## config.mk

```make
export PLATFORM = sky130hd
export DESIGN_NAME = tt_um_refil_02
export DESIGN_NICKNAME = d
export VERILOG_FILES = /design/src/rtl/tt_um_refil_02_pkg.sv /design/src/rtl/tt_um_refil_02_pwm_channel.sv /design/src/rtl/tt_um_refil_02.sv
export SDC_FILE = /design/constraint.sdc
export NUM_CORES = 1
export LEC_CHECK = 0
export BUFFER_PORTS_ARGS = -buffer_cell sky130_fd_sc_hd__buf_2
export CORE_MARGIN = 2
export CORE_UTILIZATION = 50
export DETAILED_ROUTE_END_ITERATION = 8
export PLACE_DENSITY = 0.73
export SYNTH_ARGS = -nofsm -noshare
export SYNTH_HDL_FRONTEND = slang
export SYNTH_SLANG_ARGS = --single-unit
```

## constraint.sdc

```tcl
create_clock -name clk -period 3.4 [get_ports clk]
set_clock_uncertainty 0.15 [all_clocks]
set_input_delay 0.51 -clock clk [delete_from_list [all_inputs] [get_ports clk]]
set_output_delay 0.51 -clock clk [all_outputs]
set_load 0.01 [all_outputs]
```

## src/rtl/tt_um_refil_02_pkg.sv

```systemverilog
// tt_um_refil_02_pkg: shared control addresses, mode bits and command field positions
package tt_um_refil_02_pkg;
  localparam logic [2:0] A_PRESCALE = 3'd0;
  localparam logic [2:0] A_ENMASK = 3'd1;
  localparam logic [2:0] A_MODE = 3'd2;
  localparam int M_CENTER = 0;
  localparam int M_INVERT = 1;
  localparam int F_STB = 7;
  localparam int F_ADDR_HI = 6;
  localparam int F_ADDR_LO = 4;
  localparam int F_SPACE = 3;
  typedef enum logic {SP_DUTY = 1'b0, SP_CTRL = 1'b1} space_e;
endpackage

```

## src/rtl/tt_um_refil_02_pwm_channel.sv

```systemverilog
// pwm_channel: shadow/active duty pair, compare against shared counter, registered output
module pwm_channel #(
  parameter int CW = 8
) (
  input  logic          clk,
  input  logic          rst_n,
  input  logic          wr,
  input  logic [CW-1:0] data,
  input  logic          bnd,
  input  logic [CW-1:0] cnt,
  input  logic          en,
  input  logic          inv,
  output logic          out
);
  logic [CW-1:0] sh, act;
  always_ff @(posedge clk or negedge rst_n)
    if (!rst_n) begin
      sh <= '0;
      act <= '0;
      out <= 1'b0;
    end else begin
      if (wr) sh <= data;
      if (bnd) act <= sh;
      out <= en & ((cnt < act) ^ inv);
    end
endmodule

```

## src/rtl/tt_um_refil_02.sv

```systemverilog
// tt_um_refil_02: multi-channel PWM with synchronised register writes, prescaler and edge/center counter
module tt_um_refil_02
  import tt_um_refil_02_pkg::*;
#(
  parameter int NCH = 8,
  parameter int CW = 8,
  parameter int PW = 8
) (
  input  logic [7:0] ui_in,
  output logic [7:0] uo_out,
  input  logic [7:0] uio_in,
  output logic [7:0] uio_out,
  output logic [7:0] uio_oe,
  input  logic       ena,
  input  logic       clk,
  input  logic       rst_n
);
  localparam logic [CW-1:0] MAXC = '1;
  logic s1, s2, s3, up, wr, wr_ctrl, wr_duty, tick, mchg, at_end, bnd, unused_bits;
  logic [2:0] vld, addr;
  logic [PW-1:0] pre, pcnt;
  logic [CW-1:0] cnt;
  logic [NCH-1:0] en, out_v;
  logic [1:0] mode;
  assign unused_bits = &{1'b0, ui_in[2:0], uio_in};
  // vld keeps writes off until the synchroniser holds real samples, so a strobe held through reset is ignored
  assign wr = s2 & ~s3 & vld[2];
  assign addr = ui_in[F_ADDR_HI:F_ADDR_LO];
  assign wr_ctrl = wr && space_e'(ui_in[F_SPACE]) == SP_CTRL;
  assign wr_duty = wr && space_e'(ui_in[F_SPACE]) == SP_DUTY;
  assign mchg = wr_ctrl && addr == A_MODE && uio_in[M_CENTER] != mode[M_CENTER];
  assign tick = ena && pcnt >= pre;
  assign at_end = mode[M_CENTER] ? (~up && cnt == CW'(1)) : (cnt == MAXC);
  assign bnd = tick & at_end & ~mchg;
  assign uo_out = ena ? 8'(out_v) : 8'h00;
  assign uio_out = 8'h00;
  assign uio_oe = 8'h00;
  always_ff @(posedge clk or negedge rst_n)
    if (!rst_n) begin
      {s1, s2, s3} <= '0;
      vld <= '0;
      pcnt <= '0;
      pre <= '0;
      en <= '0;
      mode <= '0;
      cnt <= '0;
      up <= 1'b1;
    end else begin
      s1 <= ui_in[F_STB];
      s2 <= s1;
      s3 <= s2;
      vld <= {vld[1:0], 1'b1};
      if (ena) pcnt <= tick ? '0 : pcnt + PW'(1);
      if (wr_ctrl && addr == A_PRESCALE) pre <= uio_in[PW-1:0];
      if (wr_ctrl && addr == A_ENMASK) en <= uio_in[NCH-1:0];
      if (wr_ctrl && addr == A_MODE) mode <= uio_in[1:0];
      if (mchg) begin
        cnt <= '0;
        up <= 1'b1;
      end else if (tick) begin
        if (!mode[M_CENTER]) cnt <= cnt + CW'(1);
        else if (up) begin
          cnt <= cnt == MAXC ? cnt - CW'(1) : cnt + CW'(1);
          up <= cnt != MAXC;
        end else begin
          cnt <= cnt - CW'(1);
          up <= cnt == CW'(1);
        end
      end
    end
  for (genvar g = 0; g < NCH; g++) begin : g_ch
    pwm_channel #(.CW(CW)) u_ch (
      .clk(clk),
      .rst_n(rst_n),
      .wr(wr_duty && addr == 3'(g)),
      .data(uio_in[CW-1:0]),
      .bnd(bnd),
      .cnt(cnt),
      .en(en[g]),
      .inv(mode[M_INVERT]),
      .out(out_v[g])
    );
  end
endmodule

```

Word level (Yosys, flattened, before mapping)
Cells that the tools add are included.
{"block": "word_totals", "ff_bits": 177, "latchBits": 0, "ram_bits": 0, "rom_bits": 0, "input_bits": 19, "out_inout_bits": 24, "elab_cells": 113, "n_memories": 0}
{"block": "classes", "add_sub_neg": 3, "n_mul": 0, "div": 0, "magnitude_cmp": 9, "eq_ne": 11, "shifts": 0, "mux": 12, "bitwise": 24, "reduce_logical": 20}
{"op": "$lt A8 B8 Y1", "n": 8}
{"op": "$mux W8", "n": 7}
{"op": "$add A8 B1 Y8 const B", "n": 2}
{"op": "$logic_and A1 B1 Y1", "n": 16}
{"op": "$and A1 B1 Y1", "n": 12}
{"op": "$eq A3 B3 Y1 const B", "n": 4}
{"op": "$eq A8 B1 Y1 const B", "n": 1}
{"op": "$eq A8 B8 Y1 const B", "n": 1}
{"op": "$ge A8 B8 Y1", "n": 1}
{"op": "$ne A8 B8 Y1 const B", "n": 1}
{"op": "$sub A8 B1 Y8 const B", "n": 1}
{"op": "$xor A1 B1 Y1", "n": 8}
{"op": "$eq A3 B2 Y1 const B", "n": 2}
{"op": "$mux W1", "n": 5}
{"op": "$not A1 Y1", "n": 4}
{"op": "$reduce_bool A2 Y1", "n": 2}
{"op": "$eq A3 B1 Y1 const B", "n": 1}
{"op": "$logic_not A3 Y1", "n": 1}
{"op": "$reduce_and A2 Y1", "n": 1}
{"op": "$ne A1 B1 Y1", "n": 1}

Depth between registers and ports, before layout
{"block": "depth", "ltp_word": 8, "ltp_mapped": 9, "ltp_nobuf": 7}

Modules after synthesis
Synthesis repeated with hierarchy kept, for this count alone.
{"block": "hier_totals", "hier_cells": 814, "hier_area_um2": 8967.4}
{"module": "pwm_channel", "instances": 8, "cells_each": 71, "area_each_um2": 817.0, "seq_area_each_um2": 425.4}
{"module": "tt_um_refil_02", "instances": 1, "cells_each": 246, "area_each_um2": 2431.1, "seq_area_each_um2": 1027.2}

Worst setup path after synthesis
OpenSTA, ideal clock, no wires.
{"block": "synth_timing", "path_type": "register -> register", "from": "register cnt[3]", "to": "register g_ch[0].u_ch.act[0]", "setup_time_ns": 0.125, "t_arrival_ns": 2.452, "required_time_ns": 3.125, "path_slack_ns": 0.673, "path_stages_with_launch": 9, "path_buffers": 3, "period_less_slack_ns": 2.727, "path_cell_list": "dfrtp_1 > buf_6 > or4_4 > nor4_4 > nor2_1 > or4_1 > buf_6 > buf_12 > mux2_4"}
{"block": "synth_via", "elab_chain_cells": 5, "elab_cells_between_ends": 6, "classes_between": "2 x eq/ne; 1 x mux; 2 x bitwise; 1 x reduce/logical"}
{"item": "from (decl)", "line": "tt_um_refil_02.sv:22", "source": "logic [CW-1:0] cnt;"}
{"item": "from (signal assigned)", "line": "tt_um_refil_02.sv:61", "source": "if (!mode[M_CENTER]) cnt <= cnt + CW'(1);"}
{"item": "from (signal assigned)", "line": "tt_um_refil_02.sv:63", "source": "cnt <= cnt == MAXC ? cnt - CW'(1) : cnt + CW'(1);"}
{"item": "from (signal assigned)", "line": "tt_um_refil_02.sv:66", "source": "cnt <= cnt - CW'(1);"}
{"item": "$eq A8 B1 Y1", "line": "tt_um_refil_02.sv:33", "source": "assign at_end = mode[M_CENTER] ? (~up && cnt == CW'(1)) : (cnt == MAXC);"}
{"item": "$logic_and A1 B1 Y1", "line": "tt_um_refil_02.sv:33"}
{"item": "$mux W1 *", "line": "tt_um_refil_02.sv:33"}
{"item": "$and A1 B1 Y1 * (2 in series)", "line": "tt_um_refil_02.sv:34", "source": "assign bnd = tick & at_end & ~mchg;"}
{"item": "to (signal assigned)", "line": "tt_um_refil_02_pwm_channel.sv:23", "source": "if (bnd) act <= sh;"}
{"item": "to (decl)", "line": "tt_um_refil_02_pwm_channel.sv:15", "source": "logic [CW-1:0] sh, act;"}
Mark *: on every way between the ends. The rest lies on a longest branch, timed or not.
A chain may end at the register's enable or synchronous reset.

Worst setup path in the final report
{"block": "layout_timing", "from": "register pcnt[0]", "to": "register g_ch[7].u_ch.act[2]"}
{"block": "layout_via", "elab_chain_cells": 4}
{"item": "from (decl)", "line": "tt_um_refil_02.sv:21", "source": "logic [PW-1:0] pre, pcnt;"}
{"item": "from (signal assigned)", "line": "tt_um_refil_02.sv:53", "source": "if (ena) pcnt <= tick ? '0 : pcnt + PW'(1);"}
{"item": "$ge A8 B8 Y1", "line": "tt_um_refil_02.sv:32", "source": "assign tick = ena && pcnt >= pre;"}
{"item": "$logic_and A1 B1 Y1", "line": "tt_um_refil_02.sv:32"}
{"item": "$and A1 B1 Y1 (2 in series)", "line": "tt_um_refil_02.sv:34"}
{"item": "to (signal assigned)", "line": "tt_um_refil_02_pwm_channel.sv:23"}
{"item": "to (decl)", "line": "tt_um_refil_02_pwm_channel.sv:15"}
Every way passes these cells.

==> impl_summary.log <==
INFO  metric worstMarginPinSlew = 1.084 ns
INFO  metric finish.net_count = 867
INFO  metric grt_start_max_net_pins = 74
INFO  metric antenna_found_initial = 2
INFO  metric setup.worst_path.start_class = flip-flop
INFO  metric final_replace_weighted_congestion = 0.8296
INFO  metric fin_cells = 1023
INFO  metric drv_slew = 0
INFO  metric cts_buffers = 17
INFO  metric post_synth_edffs = 0
INFO  metric wl = 19220 um
INFO  metric placedInstanceArea = 0.009569 mm2
INFO  metric critical_path_depth = 8
INFO  metric die_outline_height = 140.3 um
INFO  metric max-clock-path-buffers = 2
INFO  metric drt_pre_antenna_iters = 5
INFO  metric worst-r2r-setup-slack = 0.42 ns
INFO  metric crit_path_max_fanout = 25
INFO  metric p_leak = 4.879 nW
INFO  metric maxClockFrequency = 335.7 MHz
INFO  metric via_per_inst = 5.528
INFO  metric die_area = 0.01970 mm2
INFO  metric outcome = complete, no violations
INFO  metric finalSetupTns = 0 ns
INFO  metric setup_viol = 0
INFO  metric i_o_buffers = 23
INFO  metric num_vias = 5655
INFO  metric final_period_minus_worst_setup_slack = 2.979 ns
INFO  metric synth_area_per_cell = 12.39 um2
INFO  metric hold_slack = 0.03483 ns
INFO  metric num_io_pins = 43
INFO  metric fin_area = 0.01016 mm2
INFO  metric synthesis.yosys.warnings = 0
INFO  metric antenna_violating_nets_post_route = 0
INFO  metric drt-initial-drc-count = 404
INFO  metric rr_endpoint = g_ch[7].u_ch.act[2]$_DFFE_PN0P_
INFO  metric cts_htree_levels = 4
INFO  metric wire_per_inst = 18.78 um
INFO  metric final_setup_slack_of_the_worst_path = 0.4211 ns
INFO  metric worstPathRequired = 3.56 ns
INFO  metric synth.lib_cells_used.distinct = 52
INFO  metric rsz0062_at_grt = no
INFO  metric ys.flop_type = dfrtp_1
INFO  metric clockRootBuffer = clkbuf_16
INFO  metric netlist_instances = 750
INFO  metric critical-path-max-stage-delay = 0.53 ns
INFO  metric postSynthRegisterBits = 177
INFO  metric yosysSeqAreaShare = 47.66%
INFO  metric clkLatencyLatePin = 0.43 ns
INFO  metric timing.final.hold_violations = 0
INFO  metric die_w = 140.3 um
INFO  metric critPathTopFamily = compound AO/OA/AOI/OAI gates
INFO  metric dp_wirelength = 12260 um
INFO  metric worst_setup_path_startpoint = pcnt[0]$_DFFE_PN0P_
INFO  metric number_of_global_route_vias_before_repair = 5907
INFO  metric syn_area = 0.009295 mm2
INFO  metric critical_path.endpoint = g_ch[7].u_ch.act[2]$_DFFE_PN0P_
INFO  metric crit_buf_inv = 2
INFO  metric initial_utilization = 51.39%
INFO  metric power-per-cell-area = 630.1 mW/mm2
INFO  metric coreArea = 0.01809 mm2
INFO  metric clkTransAtPathRegs = 0.07 ns
INFO  metric timing.critical_path.to_type = flip-flop
INFO  metric detailedPlace.worstSlack = 0.4237 ns
INFO  metric cp.arrival = 3.14 ns
INFO  metric r2r-start = pcnt[0]$_DFFE_PN0P_
INFO  metric slowest_stage = a2111oi_0
INFO  metric layout_worst_path_cycle_share = 87.61%
INFO  metric grt.total_usage = 20.81%
INFO  metric tritoncts_num_sinks = 177
INFO  metric crit_chain = inv_1, ha_1, nand2b_1, a2111oi_0, o21ba_2, or4_4, buf_12, mux2_2
INFO  metric drv_cap = 0
INFO  metric cts_tree = yes
INFO  metric worstHoldPathType = input port to flip-flop
INFO  metric drive_gt1_share = 30.39%
INFO  metric irDropWorstVdd = 395.6 uV
INFO  metric grt_pass1_wl = 31130 um
INFO  metric synthesis_to_finish_area_growth = 9.301%
INFO  metric ff2ff_path_depth = 8
INFO  metric synth-async-reset-ratio = 100.0%
INFO  metric gr-total-overflow = 0
INFO  metric fp-row-count = 49
INFO  metric ws_path_type = flip-flop to flip-flop
INFO  metric timing.max_slew.rel_slack = 27.55%
INFO  metric numPlacedInstances = 989
INFO  metric route.detailed.drc = 0
## cell type report
type / count / area (um2)
Timing Repair Buffer: 41 / 296.5
Multi-Input combinational cell: 469 / 4288
Inverter: 74 / 277.8
Antenna cell: 1 / 2.502
Fill cell: 1475 / 7926
Clock buffer: 21 / 450.4
Clock inverter: 11 / 127.6
Tap cell: 229 / 286.5
Sequential cell: 177 / 4431
## flip-flops by register name (all words and copies together), names as in the netlist
register / flops
up: 1
g_ch.u_ch.out: 8
s2: 1
s3: 1
en: 8
g_ch.u_ch.sh: 64
g_ch.u_ch.act: 64
pre: 8
s1: 1
mode: 2
pcnt: 8
cnt: 8
vld: 3
## routing by layer
layer	share of wire, %	vias to the layer above	routed length [um]	global-route usage, %
li1	-	2650	-	-
met1	46	2837	8789	27.34
met2	48	138	9145	34.44
met3	4.6	28	890	4.342
met4	2.0	2	379	7.230
met5	0.057	-	11	0
## placed cells by master, fill, tap and decap left out, types with 3 or more instances in the layout
master,netlist,final
mux2_4,60,60
nand2b_1,17,17
and2_1,8,8
dfrtp_1,176,176
o2bb2ai_1,4,4
nor3_1,4,4
or3b_2,8,8
mux2_2,88,88
clkinvlp_4,0,3
buf_12,6,3
nor4_1,4,3
a311oi_1,5,5
inv_1,74,74
a31o_2,5,5
xnor2_1,3,3
a21boi_0,9,9
nand2_1,13,13
nand3_1,6,6
buf_4,16,14
clkbuf_1,11,3
nor2_1,54,54
conb_1,2,17
o21bai_1,9,9
o21ai_0,16,16
and3_1,3,3
clkbuf_16,0,17
buf_2,0,22
a211o_1,8,8
inv_6,0,3
a21oi_1,5,5
a2111oi_0,9,9
nand4_1,15,15
ha_1,68,68
a211oi_1,10,10
## worst min-delay path by stage
stage          slack, ns              from  depth (start not counted)                 end
2_1_floorplan       0.06             rst_n                          0  cnt[0]$_DFFE_PN0P_
3_3_place_gp        0.18  vld[0]$_DFF_PN0_                          0    vld[1]$_DFF_PN0_
3_5_place_dp        0.19  vld[0]$_DFF_PN0_                          0    vld[1]$_DFF_PN0_
4_1_cts             0.02          ui_in[7]                          1        s1$_DFF_PN0_
5_1_grt             0.02          ui_in[7]                          1        s1$_DFF_PN0_
6_report            0.03          ui_in[7]                          1        s1$_DFF_PN0_
## repair_timing
| action | 4_1_cts | 5_1_grt |
|---|---|---|
| hold endpoints to repair | 70 | 0 |
| gates resized for setup | 0 | 0 |
| hold buffers | 1 | 0 |
| buffers inserted | 0 | 0 |
## through the flow
stage,total power [mW],utilization [%]
finish,6.402,56.17
global route,6.813,56.17
CTS,6.433,56.16
detailed placement,4.474,52.91
global placement,4.377,52.91
floorplan,3.889,-
## Yosys cell counts, drive strengths merged (6+ instances only)
cell / number / area [um2]
nand2b: 17 / 106.4
and2: 8 / 50.05
o21bai: 9 / 67.56
a211oi: 10 / 75.07
o21ai: 17 / 85.08
or3b: 8 / 70.07
nand4: 15 / 93.84
a211o: 9 / 80.08
buf: 32 / 307.8
ha: 68 / 850.8
mux2: 148 / 1892
dfrtp: 176 / 4404
clkbuf: 12 / 46.29
inv: 74 / 277.8
a21boi: 9 / 67.56
a2111oi: 9 / 78.83
nand2: 13 / 48.80
nor2: 54 / 202.7
nand3: 6 / 30.03
## worst reg2reg max path: stages (launching register included)
cell	delay, ns
dfrtp_1	0.41
inv_1	0.09
ha_1	0.26
nand2b_1	0.13
a2111oi_0	0.53
o21ba_2	0.30
or4_4	0.35
buf_12	0.27
mux2_2	0.37
## cell families (layout without fill, tap and decap cells)
| family | after synthesis | count (layout) | share of synthesized area, % |
|---|---|---|---|
| DFF | 177 | 177 | 47.66 |
| muxes | 150 | 150 | 20.57 |
| and+or+nand+nor | 143 | 143 | 8.279 |
| buffers and inverters | 119 | 147 | 6.919 |
| AOI/OAI and AO/OA | 86 | 86 | 6.865 |
| adders and majority gates | 68 | 68 | 9.153 |
| xor gates and xnor gates | 5 | 5 | 0.4712 |
| other | 2 | 18 | 0.08079 |
## report_power, final
group / switching [mW] / internal [mW]
Sequential: 0.192 / 2.36
Combinational: 1.09 / 0.826
Clock: 0.824 / 1.11
No activity file was read; power rests on OpenSTA's default activity.
